### src/rtl/mult_out_serializer.sv
// mult_out_serializer: downstream stage of the shift-add multiplier.
// Captures a 32-bit product on each rising edge of din_rdy, buffers products
// in a FIFO_DEPTH-word circular FIFO and streams them out MSB byte first over
// a valid/ready byte handshake. A product arriving with the FIFO full (and no
// pop in the same cycle) is dropped and flagged by a one-cycle overflow pulse.
// Optional feature: define SER_CHECKSUM_EN to append one XOR checksum byte
// (din_1^din_2^din_3^din_4) after the four data bytes of every word.
module mult_out_serializer #(
    parameter int FIFO_DEPTH = 4
) (
    input  logic       clk,
    input  logic       rst,
    input  logic       din_rdy,
    input  logic [7:0] din_1,
    input  logic [7:0] din_2,
    input  logic [7:0] din_3,
    input  logic [7:0] din_4,
    output logic [7:0] dout,
    output logic       dout_valid,
    input  logic       dout_ready,
    output logic       fifo_full,
    output logic       overflow
);

    localparam int          AW       = $clog2(FIFO_DEPTH);
    localparam logic [AW:0] FULL_CNT = (AW + 1)'(FIFO_DEPTH);

`ifdef SER_CHECKSUM_EN
    typedef enum logic [1:0] {IDLE, LOAD, SEND, CHK} state_t;
`else
    typedef enum logic [1:0] {IDLE, LOAD, SEND} state_t;
`endif

    state_t        state_q;
    logic          din_rdy_q;
    logic [31:0]   mem_q [FIFO_DEPTH];
    logic [AW-1:0] wr_ptr_q;
    logic [AW-1:0] rd_ptr_q;
    logic [AW:0]   count_q;
    logic [AW:0]   count_d;
    logic [31:0]   shreg_q;
    logic [1:0]    idx_q;
    logic          dout_valid_q;
    logic          overflow_q;
`ifdef SER_CHECKSUM_EN
    logic [7:0]    chk_q;
`endif

    logic [31:0] in_word;
    logic [31:0] head;
    logic        capture;
    logic        full;
    logic        pop;
    logic        push;
    logic        accept;

    assign in_word = {din_1, din_2, din_3, din_4};
    assign head    = mem_q[rd_ptr_q];
    assign capture = din_rdy & ~din_rdy_q;
    assign full    = (count_q == FULL_CNT);
    // The FSM only enters LOAD with a non-empty FIFO, so LOAD always pops.
    assign pop     = (state_q == LOAD);
    // A pop in the same cycle frees the slot, so a full FIFO can still accept.
    assign push    = capture & (~full | pop);
    assign accept  = dout_valid_q & dout_ready;

    assign dout       = shreg_q[31:24];
    assign dout_valid = dout_valid_q;
    assign fifo_full  = full;
    assign overflow   = overflow_q;

    // Next occupancy after this cycle's push and pop.
    always_comb begin
        // NOTE: default assignment first so no path leaves count_d unassigned (no latch).
        count_d = count_q;
        if (push && !pop) begin
            count_d = count_q + (AW + 1)'(1);
        end else if (pop && !push) begin
            count_d = count_q - (AW + 1)'(1);
        end
    end

    // FIFO storage write port.
    always_ff @(posedge clk) begin
        // NOTE: storage has no reset; count_q guarantees stale entries are never read.
        if (push) begin
            mem_q[wr_ptr_q] <= in_word;
        end
    end

    // Capture edge detect, FIFO pointers, occupancy and overflow pulse.
    always_ff @(posedge clk or negedge rst) begin
        if (!rst) begin
            din_rdy_q  <= 1'b0;
            wr_ptr_q   <= '0;
            rd_ptr_q   <= '0;
            count_q    <= '0;
            overflow_q <= 1'b0;
        end else begin
            // NOTE: non-blocking updates so every register samples pre-edge values.
            din_rdy_q  <= din_rdy;
            count_q    <= count_d;
            overflow_q <= capture & ~push;
            if (push) begin
                wr_ptr_q <= wr_ptr_q + AW'(1);
            end
            if (pop) begin
                rd_ptr_q <= rd_ptr_q + AW'(1);
            end
        end
    end

    // Serializer FSM: load head word, shift out bytes MSB first, optional checksum.
    always_ff @(posedge clk or negedge rst) begin
        if (!rst) begin
            state_q      <= IDLE;
            shreg_q      <= '0;
            idx_q        <= '0;
            dout_valid_q <= 1'b0;
`ifdef SER_CHECKSUM_EN
            chk_q        <= '0;
`endif
        end else begin
            unique case (state_q)
                IDLE: begin
                    if (count_q != '0) begin
                        state_q <= LOAD;
                    end
                end
                LOAD: begin
                    shreg_q      <= head;
                    idx_q        <= '0;
                    dout_valid_q <= 1'b1;
                    state_q      <= SEND;
`ifdef SER_CHECKSUM_EN
                    chk_q        <= head[31:24] ^ head[23:16] ^ head[15:8] ^ head[7:0];
`endif
                end
                SEND: begin
                    if (accept) begin
                        if (idx_q == 2'd3) begin
`ifdef SER_CHECKSUM_EN
                            shreg_q <= {chk_q, 24'h000000};
                            state_q <= CHK;
`else
                            dout_valid_q <= 1'b0;
                            state_q      <= (count_d != '0) ? LOAD : IDLE;
`endif
                        end else begin
                            shreg_q <= {shreg_q[23:0], 8'h00};
                            idx_q   <= idx_q + 2'd1;
                        end
                    end
                end
`ifdef SER_CHECKSUM_EN
                CHK: begin
                    if (accept) begin
                        dout_valid_q <= 1'b0;
                        state_q      <= (count_d != '0) ? LOAD : IDLE;
                    end
                end
`endif
                default: begin
                    state_q      <= IDLE;
                    dout_valid_q <= 1'b0;
                end
            endcase
        end
    end

endmodule

### config.mk
export PLATFORM = sky130hd
export DESIGN_NAME = mult_out_serializer
export DESIGN_NICKNAME = d
export VERILOG_FILES = /design/src/rtl/mult_out_serializer.sv
export SDC_FILE = /design/constraint.sdc
export NUM_CORES = 1
export LEC_CHECK = 0
export CORE_UTILIZATION = 45
export CTS_CLUSTER_DIAMETER = 150
export CTS_CLUSTER_SIZE = 20
export DETAILED_ROUTE_END_ITERATION = 10
export PLACE_DENSITY = 0.65
export SLEW_MARGIN = 20
export SYNTH_ARGS = -nofsm -noshare
export SYNTH_HDL_FRONTEND = slang
export SYNTH_SLANG_ARGS = --single-unit
export TNS_END_PERCENT = 20
### constraint.sdc
create_clock -name clk -period 2.3 [get_ports clk]
set_clock_uncertainty 0.05 [all_clocks]
set_input_delay 0.575 -clock clk [delete_from_list [all_inputs] [get_ports clk]]
set_output_delay 0.575 -clock clk [all_outputs]
set_load 0.02 [all_outputs]
## Word level (Yosys, flattened, before mapping)

Memories as Yosys holds them, arrays and structs flattened.
Index checks and enable logic that the tools add are counted.

- Register bits after elaboration: 46
- RAM bits: 128
- Bits of input ports: 36
- Logic and storage cells: 61
- Memories: 1

- Add/subtract/negate cells: 5
- Equal/unequal tests: 8
- Mux-type cells: 18
- Bitwise gates (word level): 9
- Reductions and logical operators: 11

Memory list:

| memory | depth | bits a word | read ports | clocked after memory_dff | wr ports | RTL line | text |
|---|---|---|---|---|---|---|---|
| mem_q | 4 | 32 | 1 | 0 | 1 | 36 | `logic [31:0] mem_q [FIFO_DEPTH];` |

Operator list:

| kind | number |
|---|---|
| $mux W32 | 2 |
| $pmux W32 S2 | 1 |
| $mux W2 | 5 |
| $reduce_and A3 Y1 | 3 |
| $ne A2 B2 Y1 const B | 4 |
| $add A2 B1 Y2 const B | 3 |
| $mux W3 | 2 |
| $pmux W2 S3 | 1 |
| $reduce_bool A3 Y1 | 2 |
| $mux W1 | 5 |
| $and A1 B1 Y1 | 4 |
| $eq A2 B2 Y1 const B | 2 |
| $not A1 Y1 | 4 |
| $pmux W2 S2 | 1 |
| $add A3 B1 Y3 const B | 1 |
| $eq A3 B3 Y1 const B | 1 |
| $pmux W1 S3 | 1 |
| $sub A3 B1 Y3 const B | 1 |
| $eq A2 B1 Y1 const B | 1 |
| $logic_and A1 B1 Y1 | 2 |
| $logic_not A1 Y1 | 2 |
| $logic_not A2 Y1 | 1 |
| $reduce_bool A2 Y1 | 1 |
| $or A1 B1 Y1 | 1 |

## Depth between registers and ports, before layout

Gate-level depths: netlist (run 1).

- Word-level depth: 13
- Depth in mapped cells: 7
- Gate-level depth less buffers: 7

## Least setup slack after synthesis (run 1)

No wires, ideal clock.

- Kind: register to register
- From: reg count_q[0]
- To: mem mem_q[0][0], enable pin
- Library setup time: 392 ps
- Arrival: 1969 ps
- Path slack: -111 ps
- Cell stages (with the launch flop): 7
- Cells stage by stage: dfrtp_1 inv_1 ha_1 nand2_1 inv_1 a21oi_2 and2_1

- Cells in the longest elaborated chain, start to end: 6

Ends and longest elaborated chain:

| what | RTL line | text |
|---|---|---|
| start, declared | 39 | `logic [AW:0] count_q;` |
| start signal, assigned | 102 | `count_q <= count_d;` |
| $eq A3 B3 Y1 | 60 | `assign full = (count_q == FULL_CNT);` |
| via fifo_full | 21 | `output logic fifo_full,` |
| $not A1 Y1 | 64 | `assign push = capture & (~full \| pop);` |
| $or A1 B1 Y1 | 64 |  |
| $and A1 B1 Y1 | 64 |  |
| $mux W1 | 86 | `if (push) begin` |
| $mux W1 (not written as such) | 87 | `mem_q[wr_ptr_q] <= in_word;` |
| end, declared | 36 |  |

The timed path passes the listed nets, and every way through them passes these cells.

## Worst setup path in the final report (run 1)

- From: reg count_q[1]
- To: out fifo_full

- Cells in the longest elaborated chain, start to end: 1

Ends and longest elaborated chain:

| what | RTL line |
|---|---|
| $eq A3 B3 Y1 | 60 |
| end, declared | 21 |

No other way between the ends.

==> impl_metrics.toml, run 1 <==
[critical_path]
worstSetupEndpointType = "output pin"
worst_path_largest_cell_delay_ps = 410
worstSetupPathType = "flip-flop to output pin"
worstPathCellList = "inv_1 -> ha_1 -> nand2_2 -> inv_2 -> clkdlybuf4s15_2"
cp_slowest_cell = "dfrtp_1"
crit_family = "buffers and inverters"
worst-path-max-fanout = 4
crit_buf_inv = 3
crit_arrival_ps = 1550
critPathRequiredTime_ps = 1670
startpoint_type = "flip-flop"

[pwr]
p_total_mw = 10.5
p_leak_nw = 3.00
p_per_area_nw_per_um2 = 1270
peakVddDrop_uv = 580

[routing]
dr.pass1.iters = 5
drc = 0
post_drt_wl_per_cell_um = 19.0
vias = 3415
via_per_inst = 5.37
wirelength_um = 12100
drtIter0Drc = 148
drtAntennaViolNets = 0

[yosys]
synthAdderAreaFrac_pct = 1.45
synth-seq-cells = 174
synth_top_family_by_area = "multiplexers"
synthSimpleGateAreaFrac_pct = 3.67
synth_compound_area_share_pct = 4.68
yosysTopAreaCell = "edfxtp_1"
syn-mean-instance-area_um2 = 18.1
yosysUniqueCellTypes = 39
ys_top_cells_by_area = "edfxtp_1 (56%), dfrtp_1 (17%), mux4_2 (10%), mux2i_1 (3.6%), buf_4 (1.8%)"
synth.cell_area_um2 = 6920
synthCells = 383
syn-num-nets = 427
synth_top_cell_area_share_pct = 55.5
ys.warnings.count = 0
synth-xor-area-share_pct = 0.506
synth-seq-area-share_pct = 72.2
muxShareOfSynthArea_pct = 14.0

[clocking]
cts.clk_slew.worst_paths_ps = 60
clock_sinks = 174
cts_root_buffer = "clkbuf_16"
clk_latency_ps = 420
htreeDepth = 4
clock_path_buffers = 2
cts-buffers-inserted = 17
cts_tree = "done"

[placement]
port_buffers = 46
dpl_worst_slack_ps = 66.9
postPlaceCellArea_um2 = 7630
dp_hpwl_um = 7790
gp_congestion = 0.728
placed_cells = 604

[sta]
clock.fmax_mhz = 459
drv_slew = 0
period_needed_ps = 2180
setup_slack_ps = 123
tightest_slew_ps = 619
grt_setup_unrepaired = "no"
whs_ps = 210
max-slew-margin-rel_pct = 58.7
tns_ps = 0
finalSetupViolCount = 0
post-route-period-util_pct = 94.7
hold_viol_final = 0

[die]
die_x_um = 126
io_pins = 47
coreArea_um2 = 14800
rows = 44
die_area_um2 = 15900
initial_utilization_pct = 46.9
die_y_um = 126

[run]
maxCapViolations = 0

[finish]
fin_util_pct = 55.8
design_area_um2 = 8240
final_common_cell = "edfxtp_1"
antenna-diode-count = 0
areaGrowthSynthToFinish_pct = 19.0
finish.net_count = 483
most-common-layout-cells = "edfxtp_1 (128), dfrtp_1 (45), clkdlybuf4s50_1 (44)"
layout.cells.non_filler = 636
drive_gt1_share_pct = 21.0

[run_status]
status = "finished, final reports clean"

[global_route]
grt_antenna_before_repair = 0
track_usage_pct = 17.0
grt_pass1_vias = 3639
grt_pass1_wl_um = 19800
overflow = 0
grt_max_degree = 49

[worst_hold_path]
hold_class = "primary input to async pin"
per-layer routing:
layer	up-vias	part of all wire (%)	GRT usage [%]	wire length (um)
li1	1579	-	-	-
met1	1752	44	21.6	5340
met2	68	51	28.6	6150
met3	16	3.6	4.38	430
met4	0	1.4	5.53	172
met5	-	0	0	0
repair_timing:
| action | in CTS | in global routing |
|---|---|---|
| gates resized for setup | 3 | 2 |
| hold buffers | 0 | 0 |
| hold endpoints to repair | 0 | 0 |
| buffers inserted | 0 | 0 |
| endpoints found under the setup margin | 1 | 1 |
registers in the layout, summed over array words and instances (netlist names), 2 cells and up:
signal and flops:
rd_ptr_q 2, idx_q 2, state_q 2, count_q 3
shreg_q 32, mem_q 128, wr_ptr_q 2
final timing paths:
check                            from            to  slack (ps)  depth (start not counted)
max                        count_q[1]     fifo_full         120                          5
min                               rst     din_rdy_q         210                          2
max reg2reg                count_q[1]  mem_q[3][14]         370                          7
min reg2reg                shreg_q[1]    shreg_q[1]         460                          1
max in group asynchronous         rst   rd_ptr_q[0]        1550                          2
min in group clk           shreg_q[1]    shreg_q[1]         460                          1
cells by family (layout without fill, tap and decap cells):
| family | count (synthesis) | after routing |
|---|---|---|
| AOI/OAI and AO/OA | 50 | 50 |
| xor gates and xnor gates | 4 | 4 |
| adders and majority gates | 8 | 8 |
| buffers and inverters | 37 | 106 |
| DFF | 174 | 174 |
| muxes | 57 | 57 |
| and+or+nand+nor | 53 | 53 |
worst reg2reg max path: stages, from the launching register on:
cell and delay, ps:
dfrtp_1 400, inv_1 80, ha_1 210, nand2_2 110, inv_2 70, a21oi_2 260
and2_1 250, buf_12 210
power breakdown:
group | leakage, nW | internal, mW | switching, mW | total (mW)
registers | 1.70 | 4.03 | 0.331 | 4.36
logic | 1.01 | 1.59 | 1.68 | 3.26
clock network | 0.297 | 1.69 | 1.16 | 2.85
cells in the mapped netlist:
master / count
nor3_1: 1
a32o_1: 1
nand3b_1: 1
nor2_2: 1
buf_2: 5
buf_4: 17
nor2_1: 29
and2_1: 4
nand4_1: 1
clkbuf_1: 1
a21o_1: 1
buf_6: 3
nand2_1: 6
dfrtp_1: 46
o21ai_0: 2
ha_1: 8
o21ai_2: 1
o22a_1: 1
xnor2_1: 4
buf_8: 1
nor2b_1: 1
nor2_4: 1
and2b_1: 1
o2111ai_1: 1
o22ai_1: 3
a21oi_1: 25
buf_1: 1
edfxtp_1: 128
nand3_1: 3
o31a_1: 1
mux2i_1: 25
inv_1: 9
nand2b_1: 3
a211oi_1: 1
a21oi_2: 2
o211ai_1: 3
a22o_1: 8
nand2b_4: 1
mux4_2: 32
area by class of cell:
type,count,area [um^2]
Sequential cell,174,5000
Inverter,9,33.8
Clock buffer,21,504
Clock inverter,11,100
Tap cell,184,230
Timing Repair Buffer,65,674
Fill cell,1156,6520
Multi-Input combinational cell,172,1700
(Power assumes the default switching activity.)
==> run 2, diff against run 1 <==
--- a/config.mk
+++ b/config.mk
@@ -5,11 +5,13 @@
 export SDC_FILE = /design/constraint.sdc
 export NUM_CORES = 1
 export LEC_CHECK = 0
+export CORE_MARGIN = 5
 export CORE_UTILIZATION = 45
 export CTS_CLUSTER_DIAMETER = 150
 export CTS_CLUSTER_SIZE = 20
 export DETAILED_ROUTE_END_ITERATION = 10
 export PLACE_DENSITY = 0.65
+export REMOVE_ABC_BUFFERS = 1
 export SLEW_MARGIN = 20
 export SYNTH_ARGS = -nofsm -noshare
 export SYNTH_HDL_FRONTEND = slang
==> run 2 against run 1 <==
  * Worst setup slack worse by 30 ps
  * Flip-flop and latch count stayed put
  * Maximum frequency is 1.3% lower
  * Final cell count is 0.94% higher
  * Sequential share of layout area is 0.18 points lower
  * Critical path type unchanged
  * Largest power group unchanged
==> impl_metrics.toml, run 2 (synthesis results as in run 1) <==
[critical_path]
r2r_start = "count_q[1]"
startpoint_type = "flip-flop"
worstSetupEndpointType = "output pin"
worstSetupPathType = "flip-flop to output pin"
crit_arrival_ps = 1580
worstPathCellList = "inv_1 -> ha_1 -> nand2_2 -> inv_2 -> clkdlybuf4s15_2"
rrSetupSlack_ps = 230
r2r-end = "mem_q[2][22]"
critPathRequiredTime_ps = 1670
rr_worst_depth = 8
worst_path_largest_cell_delay_ps = 420
cp_slowest_cell = "dfrtp_1"
worst-path-max-fanout = 4

[finish]
top_register = "mem_q"
largest_reg_flops = 128
areaGrowthSynthToFinish_pct = 19.4
seq_area_um2 = 5000
nFillCells = 1188
layout.cells.non_filler = 642
most-common-layout-cells = "edfxtp_1 (128), dfrtp_1 (45), clkdlybuf4s50_1 (44)"
antenna-diode-count = 0
drive_gt1_share_pct = 20.3
final_common_cell = "edfxtp_1"
multi_input_area_um2 = 1700
finish.net_count = 486
reg_top3 = "mem_q x128, shreg_q x32, count_q x3"

[sta]
setup_slack_ps = 93.5
hold_viol_final = 0
finalSetupViolCount = 0
period_needed_ps = 2210
clock.fmax_mhz = 453
whs_ps = 176
max-slew-margin-rel_pct = 49.3
grt_setup_unrepaired = "no"
tightest_slew_ps = 761
drv_slew = 0
post-route-period-util_pct = 95.9

[placement]
gp_congestion = 0.782
placed_cells = 611
dpl_worst_slack_ps = -49.9
dp_hpwl_um = 8140
port_buffers = 46

[global_route]
track_usage_pct = 15.0
grt_pass1_wl_um = 20100
grt_antenna_before_repair = 0
grt_pass1_vias = 3735
grt_max_degree = 32
overflow = 0

[clocking]
postCtsSetupBuffers = 0
clock_sinks = 174
hold_buffers = 0
htreeDepth = 4
clock_path_buffers = 2
cts_tree = "done"
clk_latency_ps = 420
cts_root_buffer = "clkbuf_16"
post_cts_resize_count = 3
cts.clk_slew.worst_paths_ps = 60
cts-buffers-inserted = 17

[routing]
wirelength_um = 12300
post_drt_wl_per_cell_um = 19.2
vias = 3388
dr.pass1.iters = 4
drtIter0Drc = 163
via_per_inst = 5.28
drc = 0
drtAntennaViolNets = 0

[die]
io_pins = 47
rows = 45
die_x_um = 134
die_area_um2 = 18000
die_y_um = 134
coreArea_um2 = 15100
initial_utilization_pct = 45.7

[worst_hold_path]
hold_class = "primary input to async pin"

[pwr]
p_leak_nw = 2.99
peakVddDrop_uv = 617
p_per_area_nw_per_um2 = 1250

[run]
maxCapViolations = 0

[run_status]
status = "finished, final reports clean"
## run 2: cell types whose count changed in the layout (fill, tap and decap cells not counted)
cell,delta
and2_1,+1
and2_2,-1
buf_12,+6
buf_4,-3
clkbuf_1,-1
clkbuf_16,-3
clkinv_1,+5
clkinv_2,-1
clkinv_4,-1
clkinvlp_4,+2
inv_4,-1
inv_8,-1
## run 2: cell type report
cell class	instances	share of cell area, %
sequential	174	60.5
clock inverter	14	1.24
inverter	9	0.409
tap	188	2.85
clock buffer	17	5.15
timing repair buffer	68	9.34
multi-input combinational	172	20.5
## run 2: metal layers
layer	vias up	routed length, um	track usage, %
met5	-	0	0
met4	0	144	5.09
met3	10	348	4.54
met2	41	6330	24.7
met1	1741	5490	19.0
li1	1596	-	-
## run 2: worst max-delay path by stage
stage                           from            to  slack [ps]  cells after the start
after floorplan           state_q[0]   shreg_q[10]        -510                      3
after global placement       din_rdy  mem_q[2][30]         -20                      6
after detailed placement     din_rdy  mem_q[2][30]         -50                      6
after CTS                 count_q[1]     fifo_full          10                      5
after global routing      count_q[1]     fifo_full          30                      5
final                     count_q[1]     fifo_full          90                      5
## run 2: through the flow
stage                     power (mW)  TNS [ps]  util, %  cell area, um^2
after global placement          7.76      -990     51.0             7730
after CTS                       10.4         0     54.5             8260
final                           10.3         0     54.5             8260
after floorplan                 6.59    -27210        -             6710
after global routing            11.0         0     54.5             8260
after detailed placement        7.86     -3550     51.0             7730
## run 2: worst max-delay path, delay by kind of cell, from the launching register on
family	cells	cell delay, ps
adder cells (fa/ha/maj)	1	180
AND/OR/NAND/NOR	1	100
flip-flops	1	420
buffers and inverters	3	460
## run 2: power breakdown
group | switching (mW) | total (mW) | internal, mW
clock | 1.12 | 2.57 | 1.46
sequential | 0.396 | 4.42 | 4.03
combinational | 1.63 | 3.31 | 1.68
